$ cat config.mk
export PLATFORM = sky130hd
export DESIGN_NAME = led_fader
export DESIGN_NICKNAME = d
export VERILOG_FILES = /design/src/rtl/led_pkg.sv /design/src/rtl/led_fader_channel.sv /design/src/rtl/led_fader.sv
export SDC_FILE = /design/constraint.sdc
export NUM_CORES = 1
export LEC_CHECK = 0
export ABC_CLOCK_PERIOD_IN_PS = 3000
export BUFFER_PORTS_ARGS = -buffer_cell sky130_fd_sc_hd__buf_2
export CORE_MARGIN = 3
export CORE_UTILIZATION = 58
export CTS_CLUSTER_SIZE = 24
export DETAILED_ROUTE_END_ITERATION = 8
export GPL_ROUTABILITY_DRIVEN = 1
export GPL_TIMING_DRIVEN = 0
export PLACE_DENSITY_LB_ADDON = 0.1
export SETUP_SLACK_MARGIN = 0.05
export SLEW_MARGIN = 25
export SYNTH_ARGS = -nofsm -noshare
export SYNTH_HDL_FRONTEND = slang
export SYNTH_SLANG_ARGS = --single-unit
$ cat constraint.sdc
create_clock -name CLK -period 3 [get_ports CLK]
set_clock_uncertainty 0.1 [all_clocks]
set_input_delay 0.15 -clock CLK [delete_from_list [all_inputs] [get_ports CLK]]
set_output_delay 0.15 -clock CLK [all_outputs]
set_load 0.005 [all_outputs]
$ cat src/rtl/led_pkg.sv
// rtl/led_pkg.sv - shared constants and level-range helper for the LED fader
package led_pkg;

    localparam int NUM_CH       = 4;
    localparam int PWM_BITS_DEF = 8;
    localparam int STEP_DIV_DEF = 4688;

    function automatic int unsigned level_max(input int bits);
        return (32'd1 << bits) - 32'd1;
    endfunction

endpackage

$ cat src/rtl/led_fader_channel.sv
// rtl/led_fader_channel.sv - one fading channel: level ramp, PWM compare, registered LED
module led_fader_channel
    import led_pkg::*;
#(
    parameter int PWM_BITS = PWM_BITS_DEF
) (
    input  logic                CLK,
    input  logic                RST,
    input  logic                EN,
    input  logic                tick,
    input  logic                pat_bit,
    input  logic [PWM_BITS-1:0] pwm_cnt,
    output logic                led,
    output logic                off_target
);

    localparam logic [PWM_BITS-1:0] MAX = PWM_BITS'(level_max(PWM_BITS));

    logic [PWM_BITS-1:0] level;
    logic [PWM_BITS-1:0] level_next;
    logic [PWM_BITS-1:0] target;

    assign target     = pat_bit ? MAX : '0;
    assign off_target = (level != target);

    // Explicit end-stop guards keep the ramp from wrapping whatever the target.
    always_comb begin
        level_next = level;
        if (tick) begin
            if ((level < target) && (level != MAX)) begin
                level_next = level + 1'b1;
            end else if ((level > target) && (level != '0)) begin
                level_next = level - 1'b1;
            end
        end
    end

    always_ff @(posedge CLK or posedge RST) begin
        if (RST) begin
            level <= '0;
            led   <= 1'b0;
        end else begin
            level <= level_next;
            // Full level bypasses the compare so the LED sits at 100 % duty.
            led   <= EN && ((level == MAX) || (level > pwm_cnt));
        end
    end

endmodule

$ cat src/rtl/led_fader.sv
// rtl/led_fader.sv - four-channel PWM LED fader with shared prescaler and PWM counter
module led_fader
    import led_pkg::*;
#(
    parameter int PWM_BITS = PWM_BITS_DEF,
    parameter int STEP_DIV = STEP_DIV_DEF
) (
    input  logic       CLK,
    input  logic       RST,
    input  logic       EN,
    input  logic [3:0] PAT,
    output logic       LED0,
    output logic       LED1,
    output logic       LED2,
    output logic       LED3,
    output logic       BUSY
);

    localparam int              PS_W    = (STEP_DIV > 1) ? $clog2(STEP_DIV) : 1;
    localparam logic [PS_W-1:0] PS_LAST = PS_W'(STEP_DIV - 1);

    logic [PS_W-1:0]     prescale;
    logic [PWM_BITS-1:0] pwm_cnt;
    logic                tick;
    logic [NUM_CH-1:0]   led;
    logic [NUM_CH-1:0]   off_target;

    assign tick = EN && (prescale == PS_LAST);

    // Disabling parks both counters at 0 so a re-enable restarts a full step period.
    always_ff @(posedge CLK or posedge RST) begin
        if (RST) begin
            prescale <= '0;
            pwm_cnt  <= '0;
            BUSY     <= 1'b0;
        end else if (!EN) begin
            prescale <= '0;
            pwm_cnt  <= '0;
            BUSY     <= 1'b0;
        end else begin
            prescale <= (prescale == PS_LAST) ? '0 : prescale + 1'b1;
            pwm_cnt  <= pwm_cnt + 1'b1;
            BUSY     <= |off_target;
        end
    end

    generate
        for (genvar i = 0; i < NUM_CH; i++) begin : g_ch
            led_fader_channel #(
                .PWM_BITS (PWM_BITS)
            ) u_ch (
                .CLK        (CLK),
                .RST        (RST),
                .EN         (EN),
                .tick       (tick),
                .pat_bit    (PAT[NUM_CH-1-i]),
                .pwm_cnt    (pwm_cnt),
                .led        (led[i]),
                .off_target (off_target[i])
            );
        end
    endgenerate

    assign LED0 = led[0];
    assign LED1 = led[1];
    assign LED2 = led[2];
    assign LED3 = led[3];

endmodule
==> flow_summary.json <==
{
  "violations": "negative setup slack",
  "die_w_um": 98.6,
  "cp_max_fo": 6,
  "internal_power_mw": 1.34,
  "hold_viol_final": 0,
  "p_sw_share_pct": 25.1,
  "rows": 33,
  "syn_area_per_cell_um2": 9.71,
  "drtAntennaViolNets": 0,
  "ff2ff_setup_slack_ns": -0.29,
  "vdd_drop_max_mv": 0.265,
  "setup_ws_ns": -0.288,
  "postSynthCellCount": 512,
  "path_clk_slew_ns": 0.08,
  "p_clk_share_pct": 44.8,
  "fin_hold_ws_ns": 0.0645,
  "critPathLaunchType": "flip-flop",
  "ys.flop_type": "dfrtp_1",
  "final_nets": 705,
  "cts_tree": "yes",
  "cp.arrival_ns": 3.43,
  "drive_gt1_share_pct": 36.9,
  "start_util_pct": 60.2,
  "async_flop_share_pct": 100,
  "power_mw": 1.79,
  "finalSetupViolations": 11,
  "dr.first_iter.drc_count": 147,
  "grt_usage_pct": 25.4,
  "yosysWarnings": 0,
  "first_pass_iters": 4,
  "vias": 4338,
  "finalNonFillerCells": 714,
  "drc": 0,
  "synth_edf_count": 0,
  "switchingPower_mw": 0.449,
  "multiInputGateArea_um2": 3980,
  "gp_congestion": 0.840,
  "synth_seq_area_share_pct": 29.2,
  "status": "finished with violations",
  "numClockSinks": 58,
  "die_area_um2": 9720,
  "leakage_nw": 2.98,
  "wire_per_inst_um": 18.1,
  "grt_antenna_before_repair": 0,
  "areaGrowthSynthToFinish_pct": 31.7,
  "max_slew_margin_pct": 64.3,
  "report.final.slew_viol_count": 0,
  "grt_pass1_wl_um": 20300,
  "pin_count": 12,
  "worst_slew_pin_slew_ns": 0.533,
  "htreeDepth": 3,
  "grt_max_degree": 39,
  "cts_buffers": 9,
  "combinationalPowerShare_pct": 10.3,
  "rsz0062_at_grt": "true",
  "nFillCells": 531,
  "clkLatencyLatePin_ns": 0.34,
  "min_period_over_period_pct": 110,
  "hpwl_um": 7840,
  "required_ns": 3.14,
  "clk_path_buf_depth": 2,
  "hold_depth": 2,
  "synth_nets": 613,
  "seq_power_share_pct": 44.9,
  "grt_overflow": 0,
  "syn_area_um2": 4970,
  "power_density_nw_per_um2": 273,
  "vias_per_cell": 6.08,
  "finalCriticalPeriod_ns": 3.29,
  "drt_wl_total_um": 12900,
  "port_buffers": 11,
  "grt_pass1_vias": 4414,
  "die_h_um": 98.6,
  "placed_cells_incl_taps": 629,
  "ys_types": 52,
  "ff_latch_area_um2": 1480,
  "clk_root_buffer_cell": "clkbuf_8",
  "hp-class": "in2reg",
  "cap_violations": 0,
  "diodes": 0,
  "core_um2": 8260,
  "crit_type": "reg2reg",
  "synth_seq_cells": 58,
  "fmax_mhz": 304,
  "end_kind": "flip-flop",
  "reg2reg_depth": 13
}
cell type report:
cell class                      count  share of cell area, %
Multi-Input combinational cell    419                   60.8
Sequential cell                    58                   22.6
Timing Repair Buffer               81                   9.21
Inverter                           34                   2.10
Tap cell                          105                   2.01
Clock buffer                       10                   1.95
Clock inverter                      6                   1.26
Buffer                              1                 0.0573
placed cells by master, fill, tap and decap left out, drive strengths merged, types with 7 or more instances in the layout:
cell type / instances
clkbuf: 11
dfrtp: 58
nor2b: 13
inv: 32
a21oi: 38
nor2: 49
mux2: 23
buf: 80
a21o: 7
nand2: 9
o21ai: 15
o21a: 7
o211ai: 8
nand4: 24
nand3: 20
nor4: 7
xnor2: 29
xor2: 14
ha: 90
per-layer routing:
metal	share of wire, %	track usage (%)	vias to the layer above
li1	-	-	2078
met2	50	44.5	109
met5	0	0	-
met3	4.0	3.47	49
met4	3.9	8.61	0
met1	42	32.3	2102
power groups by stage:
stage / clock, mW / sequential, mW / combinational (mW)
2_1_floorplan: 0 / 0.819 / 0.109
6_report: 0.802 / 0.805 / 0.184
3_5_place_dp: 0 / 0.820 / 0.158
4_1_cts: 0.813 / 0.804 / 0.171
5_1_grt: 0.837 / 0.806 / 0.207
3_3_place_gp: 0 / 0.819 / 0.147
final timing paths:
kind | from | endpoint
worst max-delay path | g_ch[2].u_ch.level[1]$_DFFE_PP0P_ | g_ch[2].u_ch.level[7]$_DFFE_PP0P_
worst min-delay path | EN | g_ch[2].u_ch.led$_DFF_PP0_
worst max register to register | g_ch[2].u_ch.level[1]$_DFFE_PP0P_ | g_ch[2].u_ch.level[7]$_DFFE_PP0P_
worst min register to register | prescale[0]$_DFF_PP0_ | prescale[0]$_DFF_PP0_
max in group asynchronous | RST | g_ch[1].u_ch.level[1]$_DFFE_PP0P_
min in group asynchronous | RST | g_ch[3].u_ch.level[7]$_DFFE_PP0P_
sequential cells by signal (all words and copies together) (netlist names):
signal and flops:
prescale 13, pwm_cnt 8, g_ch.u_ch.led 4, BUSY 1
g_ch.u_ch.level 32
worst max-delay path, stage by stage, from the launching register on:
cell,delay [ns]
dfrtp_2,0.45
ha_4,0.23
nor2b_4,0.12
o211ai_1,0.24
a21oi_2,0.13
nor3_4,0.30
clkinv_4,0.18
ha_4,0.34
nand3_2,0.07
o211ai_1,0.24
o41a_1,0.24
nor4b_4,0.30
o21ai_2,0.12
xnor2_1,0.13
cells in the mapped netlist, drive strengths merged (6+ instances only):
library cell | count | area, um2
a21oi | 38 | 213
o211ai | 8 | 60.1
nand3 | 20 | 100
and3 | 6 | 37.5
o21ai | 15 | 78.8
nor3 | 6 | 35.0
inv | 33 | 124
nor2 | 49 | 184
dfrtp | 58 | 1450
xnor2 | 29 | 254
xor2 | 14 | 123
o21a | 7 | 52.6
mux2 | 23 | 259
nand4 | 24 | 150
a21o | 7 | 52.6
nand2 | 9 | 33.8
nor2b | 13 | 81.3
nor4 | 7 | 43.8
ha | 90 | 1130
logic make-up after synthesis:
logic type      share of synthesized area [%]
compound gates                           14.4
flops                                    29.2
mux                                      5.61
fa+ha+maj                                24.3
buf+inv                                  2.64
simple gates                             16.3
xor+xnor                                 7.57
through the flow:
stage	cell area, um2	util (%)	setup slack, ns	setup TNS, ns
global placement	5420	65.6	-0.404	-2.07
floorplan	5230	-	-0.0561	-0.184
global route	6550	79.3	-0.363	-2.53
finish	6550	79.3	-0.288	-1.30
detailed placement	5440	65.9	-0.474	-2.96
CTS	6270	75.9	-0.143	-0.590
repair_timing:
item / 4_1_cts / 5_1_grt
endpoints found under the hold margin: 53 / 0
gates cloned: 0 / 0
gates resized for setup: 45 / 46
endpoints found under the setup margin: 15 / 21
buffers inserted: 56 / 17
hold buffers: 1 / 0
pin swaps: 39 / 24
No activity file was read; power rests on OpenSTA's default activity.
